===== config.mk =====
export PLATFORM = sky130hd
export DESIGN_NAME = fsm_updown_counter_param
export DESIGN_NICKNAME = d
export VERILOG_FILES = /design/src/rtl/fsm_updown_counter_param.sv
export SDC_FILE = /design/constraint.sdc
export NUM_CORES = 1
export LEC_CHECK = 0
export CORE_AREA = 2 2 42 44
export CTS_BUF_LIST = sky130_fd_sc_hd__clkbuf_2
export CTS_CLUSTER_SIZE = 16
export DETAILED_ROUTE_END_ITERATION = 7
export DIE_AREA = 0 0 44 46
export GPL_TIMING_DRIVEN = 0
export PLACE_DENSITY = 0.72
export SLEW_MARGIN = 20
export SYNTH_ARGS = -nofsm -noshare
export SYNTH_HDL_FRONTEND = slang
export SYNTH_SLANG_ARGS = --single-unit

===== constraint.sdc =====
create_clock -name clk -period 1.4 [get_ports clk]
set_clock_uncertainty 0.05 [all_clocks]
set_input_delay 0.21 -clock clk [delete_from_list [all_inputs] [get_ports clk]]
set_output_delay 0.21 -clock clk [all_outputs]
set_load 0.005 [all_outputs]

===== src/rtl/fsm_updown_counter_param.sv =====
// Parametrised up/down counter with wrap, saturate, ping-pong and hold modes.
// Optional registered Gray-coded output when FSM_GRAY_OUT_EN is defined.
//
//   state | meaning
//   ------+-----------------------------------------------
//   UP    | counting towards MAX_COUNT (dir = 1)
//   DOWN  | counting towards 0 (dir = 0)
module fsm_updown_counter_param #(
    parameter int WIDTH     = 3,
    parameter int MAX_COUNT = 7,
    parameter int RESET_VAL = 0
) (
    input  logic             clk,
    input  logic             reset,
    input  logic             en,
    input  logic             up,
    input  logic [1:0]       mode,
    input  logic             load,
    input  logic [WIDTH-1:0] load_val,
    output logic [WIDTH-1:0] out,
    output logic             dir,
    output logic             wrap,
    output logic             at_max,
    output logic             at_min
`ifdef FSM_GRAY_OUT_EN
    ,
    output logic [WIDTH-1:0] out_gray
`endif
);

    typedef enum logic {
        DOWN = 1'b0,
        UP   = 1'b1
    } dir_t;

    localparam logic [1:0] MODE_WRAP = 2'b00;
    localparam logic [1:0] MODE_SAT  = 2'b01;
    localparam logic [1:0] MODE_PING = 2'b10;
    localparam logic [1:0] MODE_HOLD = 2'b11;

    localparam logic [WIDTH-1:0] MAX_V = WIDTH'(MAX_COUNT);
    localparam logic [WIDTH-1:0] RST_V = WIDTH'(RESET_VAL);
    localparam logic [WIDTH-1:0] ONE   = WIDTH'(1);

    dir_t             state_q, state_d;
    logic [WIDTH-1:0] out_q, out_d;
    logic             wrap_q, wrap_d;
    logic             is_max, is_min;

    assign is_max = (out_q == MAX_V);
    assign is_min = (out_q == '0);

    always_ff @(posedge clk) begin
        if (reset) begin
            state_q <= UP;
            out_q   <= RST_V;
            wrap_q  <= 1'b0;
        end else begin
            state_q <= state_d;
            out_q   <= out_d;
            wrap_q  <= wrap_d;
        end
    end

    always_comb begin
        state_d = state_q;
        out_d   = out_q;
        wrap_d  = 1'b0;
        if (load) begin
            out_d = (load_val > MAX_V) ? MAX_V : load_val;
        end else begin
            // Outside ping-pong the direction register tracks the request even when idle.
            if (mode != MODE_PING) begin
                state_d = up ? UP : DOWN;
            end
            if (en) begin
                case (mode)
                    MODE_WRAP: begin
                        if (up) begin
                            if (is_max) begin
                                out_d  = '0;
                                wrap_d = 1'b1;
                            end else begin
                                out_d = out_q + ONE;
                            end
                        end else begin
                            if (is_min) begin
                                out_d  = MAX_V;
                                wrap_d = 1'b1;
                            end else begin
                                out_d = out_q - ONE;
                            end
                        end
                    end
                    MODE_SAT: begin
                        if (up) begin
                            out_d = is_max ? MAX_V : out_q + ONE;
                        end else begin
                            out_d = is_min ? '0 : out_q - ONE;
                        end
                    end
                    MODE_PING: begin
                        if (state_q == UP) begin
                            if (is_max) begin
                                state_d = DOWN;
                                out_d   = MAX_V - ONE;
                                wrap_d  = 1'b1;
                            end else begin
                                out_d = out_q + ONE;
                            end
                        end else begin
                            if (is_min) begin
                                state_d = UP;
                                out_d   = ONE;
                                wrap_d  = 1'b1;
                            end else begin
                                out_d = out_q - ONE;
                            end
                        end
                    end
                    MODE_HOLD: begin
                        out_d = out_q;
                    end
                    default: begin
                        out_d = out_q;
                    end
                endcase
            end
        end
    end

    assign out    = out_q;
    assign dir    = (state_q == UP);
    assign wrap   = wrap_q;
    assign at_max = is_max;
    assign at_min = is_min;

`ifdef FSM_GRAY_OUT_EN
    logic [WIDTH-1:0] gray_q;

    always_ff @(posedge clk) begin
        if (reset) begin
            gray_q <= RST_V ^ (RST_V >> 1);
        end else begin
            gray_q <= out_d ^ (out_d >> 1);
        end
    end

    assign out_gray = gray_q;
`endif

endmodule


* Word level (Yosys, flattened, before mapping)
Index checks and enable logic that the tools add are counted.
Word-level totals: output and inout bits 7, register bits 5, logic and storage cells 43, bits of input ports 10
Operators by class: order comparisons 1, equality and inequality tests 6, add/subtract/negate cells 2, reduce and logical (&&, ||, !) cells 5, mux-type cells 25, bitwise gates (word level) 1
Operators with widths (count):
- $mux W3 | 12
- $mux W1 | 11
- $pmux W3 S3 | 1
- $eq A2 B2 Y1 const B | 2
- $ne A2 B2 Y1 const B | 2
- $add A3 B1 Y3 const B | 1
- $eq A3 B3 Y1 const B | 1
- $gt A3 B3 Y1 const B | 1
- $logic_not A3 Y1 | 1
- $reduce_or A3 Y1 | 1
- $sub A3 B1 Y3 const B | 1
- $eq A2 B1 Y1 const B | 1
- $logic_not A2 Y1 | 1
- $pmux W1 S2 | 1
- $reduce_and A2 Y1 | 1
- $reduce_bool A2 Y1 | 1
- $not A1 Y1 | 1

* Logic depth before layout (Yosys ltp)
word-level depth 6, mapped depth 6, gate-level depth less buffers 6

* Worst setup path after synthesis
No wires, ideal clock.
path type reg-to-reg, start register out_q[0] (netlist: out[0]), end register out_q[2] (netlist: out[2]), slack -238 ps, clock period less this slack 1638 ps, stages on the path, launching flop included 6, data arrival time 1461 ps, setup time 127 ps, cells stage by stage dfxtp_1 inv_1 ha_1 or3_1 a221oi_2 o32ai_1
On the way: longest elaborated chain between the ends 6
RTL lines:
- start: declaration | RTL line 46 | logic [WIDTH-1:0] out_q, out_d;
- start signal: assignment | RTL line 60 | out_q <= out_d;
- $sub A3 B1 Y3 (tied with other cells) | RTL line 91, 99, 117
- $mux W3 (tied with other cells) | RTL line 112 | if (is_min) begin
- $mux W3, on equally long branches | RTL line 103, 79, 96
- $pmux W3 S3 (*) | RTL line 77 | case (mode)
- $mux W3 (*) | RTL line 76 | if (en) begin
- $mux W3 (*) | RTL line 69 | if (load) begin
Mark *: on every way between the ends. The rest lies on a longest branch, timed or not. The select of a mux whose other input is x is not followed. A chain may end at the register's enable or synchronous reset.

* Final worst setup path
Same ends and word-level chain as after synthesis.

==> impl_table.tex <==
\begin{tabular}{lr}
\hline
Metric & Value \\
\hline
\multicolumn{2}{l}{\textbf{Global route}} \\
Global router's overall resource usage & between 20 and 25\% \\
Number of antenna violations at the first check in global routing & 0 \\
Largest net degree at the start of global routing & 11 \\
Grt ovf & 0 \\
Global-route wire length before repair & 3.24 mm \\
Vias in the first global route & 762 \\
\multicolumn{2}{l}{\textbf{STA}} \\
Worst slew slack as a fraction of its limit & 74.0\% \\
Minimum hold slack & 0.298 ns \\
Final-report setup violation count & 6 \\
Share of the clock period used by the worst path & 114\% \\
PnR worst setup slack & -0.203 ns \\
Final Hold Viols & 0 \\
Setup repair after global routing missed its margin & yes \\
Slew at the pin closest to its max-slew limit & 0.388 ns \\
Sum of negative setup slack & -0.625 ns \\
Post-route minimum period & about 1.6 ns \\
Final count of pins violating max slew & 0 \\
Achievable clock frequency & 624 MHz \\
\multicolumn{2}{l}{\textbf{Logic synthesis}} \\
Average cell area after synthesis & roughly 7.7 µm² \\
Parity-gate share of the synthesized area counting xor and xnor cells & under 10\% \\
Most numerous cell in the Yosys netlist & sky130\_fd\_sc\_hd\_\_ha\_1 \\
Ys flop type & sky130\_fd\_sc\_hd\_\_dfxtp\_1 \\
Compound-Gate Fraction of Synth Area & about a third \\
Yosys Warn Count & 0 \\
Multiplexer share of the synthesized area & 0\% \\
Simple-gate portion of the synthesized area & between 20\% and 30\% \\
Fraction of the mapped netlist area in adder cells & roughly 17\% \\
Post-synth net total & between 100 and 150 \\
Post-synthesis cell count & 84 \\
Yosys top cell area share & between 10\% and 20\% \\
Number of synthesized flops with an enable pin & 0 \\
Fraction of the yosys area taken by sequential cells & 15.5\% \\
Dominant cell type by area after synthesis & sky130\_fd\_sc\_hd\_\_ha\_1 \\
Synth async-reset ratio & 0\% \\
Register bit count reported by yosys & 5 \\
Commonest cells post-synth & 9 x sky130\_fd\_sc\_hd\_\_ha\_1, 8 x sky130\_fd\_sc\_hd\_\_inv\_1, 7 x sky130\_fd\_sc\_hd\_\_a21oi\_1, 6 x sky130\_fd\_sc\_hd\_\_nand2b\_1, 6 x sky130\_fd\_sc\_hd\_\_nor2\_1 \\
Post-synthesis cell type count & 34 \\
Combinational family with the most area after synthesis & compound AO/OA/AOI/OAI gates \\
Leading cell types by total area after synthesis & sky130\_fd\_sc\_hd\_\_ha\_1 17\%, sky130\_fd\_sc\_hd\_\_dfxtp\_1 16\%, sky130\_fd\_sc\_hd\_\_nand2b\_1 5.8\% \\
Area of the mapped netlist & around 640 µm² \\
\multicolumn{2}{l}{\textbf{Clock tree}} \\
Worst skew pair latency & around 0.24 ns \\
Inserted Clock Buffers & 3 \\
Clock Sink Count & 5 \\
Max clock buf depth & 2 \\
CTS tree & built \\
Clock transition at the register clock pins on the worst setup and hold paths after CTS & $\sim$0.07 ns \\
Htree depth & 1 \\
Clk root buf & sky130\_fd\_sc\_hd\_\_clkbuf\_2 \\
\multicolumn{2}{l}{\textbf{Power}} \\
Overall Power & 0.650 mW \\
Leakage & around 0.43 nW \\
Power density over the cells & approximately 630 nW/µm² \\
Peak supply drop & 0.268 mV \\
\multicolumn{2}{l}{\textbf{Die}} \\
Die Width & about 44 µm \\
I/O pin cnt & 17 \\
Core footprint & around 1600 µm² \\
Area enclosed by the die boundary & just over 2000 µm² \\
Starting utilization of the core area & 39.9\% \\
Count of standard-cell rows & 15 \\
Die height & between 40 and 50 µm \\
\multicolumn{2}{l}{\textbf{Setup path}} \\
R2R setup slack & -0.20 ns \\
End of the worst register-to-register path & out[2] \\
Worst-case reg-to-reg path depth & 6 \\
Required time of the critical path & between 1 and 1.5 ns \\
Type of element capturing the critical path & register \\
CP startpoint kind & register \\
Maximum net fanout on the critical path & 4 \\
RR Startpoint & out[0] \\
Data arrival time of the critical path & around 1.7 ns \\
Critical setup path kind & register to register \\
\multicolumn{2}{l}{\textbf{Placed design}} \\
Worst slack at placement & -0.639 ns \\
Number of buffers inserted by port buffering & 15 \\
Weighted congestion reported at the end of routability-driven placement & 0.913 \\
Post-detail-place hpwl & roughly 1.3 mm \\
\multicolumn{2}{l}{\textbf{Layout}} \\
Number of diodes added for antenna fixing & 0 \\
Net count reported at finish & 133 \\
Filler cells & approximately 140 \\
Area taken by flip-flops and latches & 111 µm² \\
Core utilization of the finished layout & approximately 64\% \\
Share of cells above drive strength 1 & around two fifths \\
Area growth syn-to-layout & 60.8\% \\
Multi-input gate area in the final layout & a little under 600 µm² \\
\multicolumn{2}{l}{\textbf{Route}} \\
Vias/cell & slightly below 6 \\
Number of nets still failing antenna checks after routing & 0 \\
Average wire per cell in the routed design & roughly 16 µm \\
DRC Markers & 0 \\
Vias after detailed routing & roughly 770 \\
Iteration-0 DRC count of the detailed router & 18 \\
Post-detailed-routing wire length & 2.07 mm \\
TritonRoute pass-1 iters & 4 \\
\multicolumn{2}{l}{\textbf{Job}} \\
Maximum capacitance violations & 0 \\
\multicolumn{2}{l}{\textbf{Run status}} \\
Result of the run & finished, violations left \\
Violations in the final reports & negative setup slack \\
\multicolumn{2}{l}{\textbf{Worst hold path}} \\
Hold\_sp & load \\
Cell depth of the worst min-delay path & 3 \\
Hold/Removal Path Class & input pin to register \\
Worst min-delay path endpoint & dir \\
\hline
\end{tabular}
## sequential cells by signal (all words and copies together), names as in the netlist
signal / count
wrap: 1
out: 3
dir: 1
## layer usage
| layer | track usage (%) | share of wire, % | up-vias |
|---|---|---|---|
| li1 | - | - | 362 |
| met1 | 25.8 | 41 | 365 |
| met2 | 39.4 | 52 | 29 |
| met3 | 2.38 | 3.3 | 9 |
| met4 | 14.5 | 3.6 | 0 |
| met5 | 0 | 0 | - |
## per-stage QoR
stage | instance area, µm² | std cells
5_1_grt | 1040 | 130
3_3_place_gp | 853 | 116
3_5_place_dp | 853 | 116
6_report | 1040 | 130
4_1_cts | 1010 | 130
2_1_floorplan | 682 | 84
## cell type report
cell class / count / area share, %
Inverter: 8 / 3.38
Timing Repair Buffer: 26 / 23.3
Clock buffer: 4 / 1.93
Multi-Input combinational cell: 67 / 56.6
Sequential cell: 5 / 10.7
Buffer: 3 / 1.93
Tap cell: 17 / 2.05
## kinds of logic after synthesis
logic type,after synthesis
XOR/XNOR,1
AND/OR/NAND/NOR,27
flip-flops,5
adder cells (fa/ha/maj),9
AO/OA/AOI/OAI,30
buffers and inverters,12
## critical path, cell delays in order, from the launching register on
cell	delay [ns]
sky130_fd_sc_hd__dfxtp_4	0.37
sky130_fd_sc_hd__buf_6	0.13
sky130_fd_sc_hd__inv_6	0.04
sky130_fd_sc_hd__ha_4	0.15
sky130_fd_sc_hd__or3_1	0.35
sky130_fd_sc_hd__a221oi_2	0.26
sky130_fd_sc_hd__o32ai_1	0.12
## cell usage in the layout, fill, tap and decap left out, types with 4 or more instances in the layout
| cell | n |
|---|---|
| sky130_fd_sc_hd__a21oi_1 | 6 |
| sky130_fd_sc_hd__a22oi_1 | 4 |
| sky130_fd_sc_hd__buf_4 | 9 |
| sky130_fd_sc_hd__buf_6 | 5 |
| sky130_fd_sc_hd__clkbuf_2 | 4 |
| sky130_fd_sc_hd__clkdlybuf4s50_1 | 8 |
| sky130_fd_sc_hd__dlygate4sd2_1 | 4 |
| sky130_fd_sc_hd__ha_1 | 4 |
| sky130_fd_sc_hd__ha_4 | 5 |
| sky130_fd_sc_hd__inv_1 | 5 |
| sky130_fd_sc_hd__nand2b_1 | 6 |
| sky130_fd_sc_hd__nor2_1 | 6 |
## worst max path at each step
stage,startpoint,end,cells past startpoint
after floorplan,out[0],out[2],5
after global placement,mode[0],out[0],7
after detailed placement,mode[0],out[0],7
after CTS,out[0],out[0],7
after global routing,out[0],out[0],7
final,out[0],out[2],6
## what timing repair did
item	CTS	global route
pin swaps	16	5
resized for setup	30	6
endpoints found under the setup margin	9	8
buffers inserted	11	0
hold endpoints to repair	0	0
hold buffers	0	0
## power by group
part	switching, mW	leakage, nW	total, mW	internal (mW)
Clock	0.0739	0.0166	0.150	0.0758
Combinational	0.162	0.375	0.335	0.173
Sequential	0.0128	0.0426	0.165	0.153
Total	0.249	0.434	0.650	0.401
Note: power is estimated with default switching activity, not from simulation.
==> variant 1 (same flow settings) <==
The parameter `WIDTH` goes from 3 to 4.
--- a/src/rtl/fsm_updown_counter_param.sv
+++ b/src/rtl/fsm_updown_counter_param.sv
@@ -6,7 +6,7 @@
 //   UP    | counting towards MAX_COUNT (dir = 1)
 //   DOWN  | counting towards 0 (dir = 0)
 module fsm_updown_counter_param #(
-    parameter int WIDTH     = 3,
+    parameter int WIDTH     = 4,
     parameter int MAX_COUNT = 7,
     parameter int RESET_VAL = 0
 ) (
Interface: changed (resized load_val and out); port bits go from 17 to 19. No check against the original RTL was run, so the function may have changed too.
==> variant 1 against the unedited design <==
- the run still ends with negative setup slack left
- final cell count up 10%
- sequential cell count up 1
- synthesized area up 18%
- cell area up 18%
- setup slack worse by 22 ps
- combinational power up 28%
- synthesized cell count up 14%
- power up 17%
- wire length up 9.3%
- sequential share of layout area about the same
- maximum frequency down 1.4%
==> variant 1: results (changes against the unedited design) <==
outcome: finished with violations
failing checks: negative setup slack
Final setup viols: 8 (+2)
Vias: 868 (+13%)
Slew HR: 0.718 (-0.0226)
busiest grt layer: met2
met2 wire length: 1.22 mm (+13%)
Leak: 0.510 nW (+17%)
DR WL/cell: 15.8 microns (-0.65%)
worst reg2reg endpoint: wrap$_SDFF_PP0_
crit path DAT: 1690 ps (+40 ps)
register area: 131 sq um (+18%)
ys async rst share: 0 (unchanged)
wire length on met1: 917 microns (+7.6%)
CLK BUF: 4 (unchanged)
M2 GR Usage: 0.409 (+0.0147)
top cells by count, synth: inv_1, a21oi_1, nor2_1
area of the multi-input gates: 688 sq um (+17%)
Tot GR Track Use: 0.232 (+0.00694)
M1 GR Usage: 0.278 (+0.0200)
Final nets: 144 (+8.3%)
DRT Pass-1 Iters: 4 (unchanged)
DRT iter0 DRCs: 30 (+12)
GR Util met3: 0.0635 (+0.0397)
Hold EP: out[0]$_SDFFE_PP0P_
fraction of final layout cells sized beyond drive strength 1: 0.413 (+0.0322)
Non-CTS buffers: 34 (+17%)
Hold WS: 614 ps (+316 ps)
# fillers: 126 (-12%)
Clock buf/inv share: 0.0164 (-0.00296)
#MultiIn Comb: 73 (+9.0%)
dpl cells: 131 (+13%)
post-synthesis average cell area: 7.95 sq um (+3.6%)
top cells by area, synth: dfxtp_1, ha_1, a21oi_1
syn nets: 113 (+9.7%)
Yosys cell types: 40 (+18%)
Reg2Reg Depth: 8 (+2)
Largest register FFs: 4 (+1)
Signal buf overhead: 0.265 (+0.0124)
met3 wire length: 110 microns (+62%)
Worst Hold Depth: 4 (+1)
final setup margin: -225 ps (-22.2 ps)
Final HPWL DP: 1.53 mm (+16%)
Post-DRT Antenna Nets: 0 (unchanged)
TNS Setup: -843 ps (-218 ps)
number of global-route vias before repair: 772 (+1.3%)
FF+latch count: 6 (+1)
Worst VDD drop: 0.564 mV (+110%)
Min-Delay Startpoint: load_val[0]
PostCTS Resize Cnt: 40 (+33%)
Non-clk invs: 9 (+1)
I/O Buffers: 18 (+3)
setup repair bufs after CTS: 8 (-3)
total length of routed wires: 2.26 mm (+9.3%)
variant 1: cell count changes after synthesis, sizes merged, moves of 2 or more:
cell / unedited run / this run
o211a: 0 / 2
a22oi: 4 / 1
mux2i: 0 / 2
nor3: 1 / 3
nand3: 2 / 4
nor4b: 0 / 3
o21ai: 6 / 8
clkbuf: 0 / 3
nand2b: 6 / 4
a32oi: 0 / 3
nor3b: 1 / 4
ha: 9 / 6
nand2: 5 / 2
variant 1: critical path, cell delays in order (launching register included):
cell       delay, ps
dfxtp_4          360
clkbuf_16        130
inv_6             30
ha_4             160
nor3b_4          150
buf_6            120
mux2_4           270
a32oi_2          170
nor4b_2           60
variant 1: worst max-delay path by stage:
stage	endpoint	slack (ps)	cells past startpoint	start
global placement	out[2]$_SDFFE_PP0P_	-640	7	mode[0]
detailed placement	out[2]$_SDFFE_PP0P_	-650	7	mode[0]
finish	wrap$_SDFF_PP0_	-230	8	out[0]$_SDFFE_PP0P_
floorplan	wrap$_SDFF_PP0_	-160	7	out[0]$_SDFFE_PP0P_
CTS	wrap$_SDFF_PP0_	-220	8	out[0]$_SDFFE_PP0P_
global route	wrap$_SDFF_PP0_	-270	8	out[0]$_SDFFE_PP0P_
variant 1: cells by family after synthesis:
group	synth area share
AO/OA/AOI/OAI	0.293
adder cells (fa/ha/maj)	0.0984
buffers and inverters	0.125
flip-flops	0.157
multiplexers	0.0459
AND/OR/NAND/NOR	0.280
variant 1: stage by stage:
step	setup WS [ps]	cell area [sq um]
detailed placement	-651	1020
finish	-225	1220
CTS	-221	1170
global placement	-638	1020
floorplan	-163	816
global route	-266	1220
variant 1: power by group:
part	switching, mW	total, mW	internal [mW]
Sequential	0.0113	0.194	0.183
Clock	0.0659	0.142	0.0757
Combinational	0.201	0.428	0.227
==> variant 2 (config.mk and constraints unchanged) <==
Made on the original files. Add an input register stage for `en`, `up`, `mode`, `load` and `load_val`, without a reset; this delays them by one clock.
--- a/src/rtl/fsm_updown_counter_param.sv
+++ b/src/rtl/fsm_updown_counter_param.sv
@@ -42,6 +42,20 @@
     localparam logic [WIDTH-1:0] RST_V = WIDTH'(RESET_VAL);
     localparam logic [WIDTH-1:0] ONE   = WIDTH'(1);
 
+    logic en_q;
+    logic up_q;
+    logic [1:0] mode_q;
+    logic load_q;
+    logic [WIDTH-1:0] load_val_q;
+
+    always_ff @(posedge clk) begin
+        en_q       <= en;
+        up_q       <= up;
+        mode_q     <= mode;
+        load_q     <= load;
+        load_val_q <= load_val;
+    end
+
     dir_t             state_q, state_d;
     logic [WIDTH-1:0] out_q, out_d;
     logic             wrap_q, wrap_d;
@@ -66,17 +80,17 @@
         state_d = state_q;
         out_d   = out_q;
         wrap_d  = 1'b0;
-        if (load) begin
-            out_d = (load_val > MAX_V) ? MAX_V : load_val;
+        if (load_q) begin
+            out_d = (load_val_q > MAX_V) ? MAX_V : load_val_q;
         end else begin
             // Outside ping-pong the direction register tracks the request even when idle.
-            if (mode != MODE_PING) begin
-                state_d = up ? UP : DOWN;
+            if (mode_q != MODE_PING) begin
+                state_d = up_q ? UP : DOWN;
             end
-            if (en) begin
-                case (mode)
+            if (en_q) begin
+                case (mode_q)
                     MODE_WRAP: begin
-                        if (up) begin
+                        if (up_q) begin
                             if (is_max) begin
                                 out_d  = '0;
                                 wrap_d = 1'b1;
@@ -93,7 +107,7 @@
                         end
                     end
                     MODE_SAT: begin
-                        if (up) begin
+                        if (up_q) begin
                             out_d = is_max ? MAX_V : out_q + ONE;
                         end else begin
                             out_d = is_min ? '0 : out_q - ONE;
Check against the original RTL: not equivalent (Yosys sat finds a counterexample within 4 cycles, from zero or initial values and one cycle with reset high).
==> variant 2 against the unedited design <==
- cell area is 20% higher
- first-iteration DRC count grew 11%
- critical path type unchanged
- non-clock buffer count unchanged
- highest routed layer unchanged
- wire length fell by 0.34%
- synthesized area grew 20%
- power up 51%
- setup slack got worse by 1.3 ps
- the flow still finishes with violations (negative setup slack)
- critical path depth is 1 higher
- sequential cell count rose by 8
==> variant 2: results (changes against the unedited design) <==
outcome: finished with violations
syn nets: 105 (+1.9%)
slowest cell on the critical path: dfxtp_4
adder-cell area share of the yosys netlist: 0.146 (-0.0291)
dpl cells: 119 (+2.6%)
setup repair bufs after CTS: 7 (-4)
final setup margin: -204 ps (-1.26 ps)
failing checks: negative setup slack
largest family of logic cells by synthesized area: compound AO/OA/AOI/OAI gates
H-Tree Depth: 1 (unchanged)
Yosys cell types: 32 (-5.9%)
CP Class: reg -> reg
Reg2Reg Depth: 7 (+1)
worst reg2reg endpoint: out[0]$_SDFFE_PP0P_
Vias: 775 (+1.3%)
Final HPWL DP: 1.20 mm (-8.6%)
CP max stage delay: 390 ps (+20 ps)
Clock Tree Buf Depth: 2 (unchanged)
Post-Synthesis Cells: 86 (+2.4%)
crit path DAT: 1700 ps (+50 ps)
DRC Markers: 0 (unchanged)
DRT Pass-1 Iters: 4 (unchanged)
Synth Area in Compound Gates: 0.256 (-0.0667)
Top delay family on crit path: compound AO/OA/AOI/OAI gates
DP Area: 976 sq um (+14%)
largest net degree at the start of global routing: 11 (unchanged)
I/O Buffers: 16 (+1)
non-filler cells, final: 132 (+1.5%)
Synth Warn #: 0 (unchanged)
Final setup viols: 7 (+1)
mux contribution to synthesized area: 0 (unchanged)
XOR/XNOR Fraction of Synth Area: 0.0113 (-0.00227)
Tot GR Track Use: 0.240 (+0.0149)
Worst-Skew Late Latency: 270 ps (+30 ps)
initial antenna violation count: 0 (unchanged)
Placement Setup Slack: -313 ps (+326 ps)
Slew HR: 0.798 (+0.0574)
clock slew at reported path FFs: 120 ps (+50 ps)
PostCTS Resize Cnt: 42 (+40%)
top cells by count, synth: dfxtp_1, inv_1, ha_1
Worst Hold Depth: 1 (-2)
Leak: 0.530 nW (+22%)
DRT iter0 DRCs: 20 (+2)
ys async rst share: 0 (unchanged)
critical path peak fanout: 6 (+2)
first-pass GRT wire length: 3.42 mm (+5.7%)
total length of routed wires: 2.06 mm (-0.34%)
fraction of final layout cells sized beyond drive strength 1: 0.478 (+0.0977)
Worst VDD drop: 0.599 mV (+120%)
GPL Wtd Cong: 0.785 (-14%)
Final nets: 135 (+1.5%)
post-synthesis sequential area ratio: 0.337 (+0.181)
top cells by area, synth: dfxtp_1, ha_1, inv_1
-- variant 2: layout make-up --
cell class / instances / area (sq um)
Multi-Input combinational cell: 59 / 608
Fill cell: 106 / 374
Sequential cell: 13 / 272
Timing Repair Buffer: 25 / 241
Inverter: 10 / 45.0
Buffer: 4 / 32.5
Tap cell: 17 / 21.3
Clock buffer: 4 / 20.0
-- variant 2: where the power goes --
part,internal (mW),switching [mW]
clock network,0.0758,0.117
logic,0.202,0.174
registers,0.393,0.0198
total,0.671,0.311
-- variant 2: cells by family (layout without fill, tap and decap cells) --
group                    count (synthesis)  in the layout
buffers and inverters                   14             43
AND/OR/NAND/NOR                         21             21
flip-flops                              13             13
XOR/XNOR                                 1              1
adder cells (fa/ha/maj)                  9              9
AO/OA/AOI/OAI                           28             28
-- variant 2: worst min path at each step --
stage / startpoint / slack [ps] / endpoint
after floorplan: en / 190 / en_q$_DFF_P_
after global placement: load_val_q[1]$_DFF_P_ / 400 / out[1]$_SDFFE_PP0P_
after detailed placement: load_val_q[1]$_DFF_P_ / 400 / out[1]$_SDFFE_PP0P_
after CTS: mode[1] / 300 / mode_q[1]$_DFF_P_
after global routing: mode[1] / 290 / mode_q[1]$_DFF_P_
final: mode[1] / 310 / mode_q[1]$_DFF_P_
-- variant 2: layer usage --
layer | share of wire | GRT usage | wire [microns]
met5 | 0 | 0 | 0
met4 | 0.026 | 0.133 | 53
met3 | 0.030 | 0.0437 | 62
met2 | 0.51 | 0.415 | 1040
met1 | 0.44 | 0.278 | 903
-- variant 2: per-stage QoR --
step           TNS, ps  utilization
2_1_floorplan    -24.0            -
3_3_place_gp     -1370        0.605
3_5_place_dp     -1380        0.605
4_1_cts           -705        0.725
5_1_grt          -1300        0.768
6_report          -791        0.768
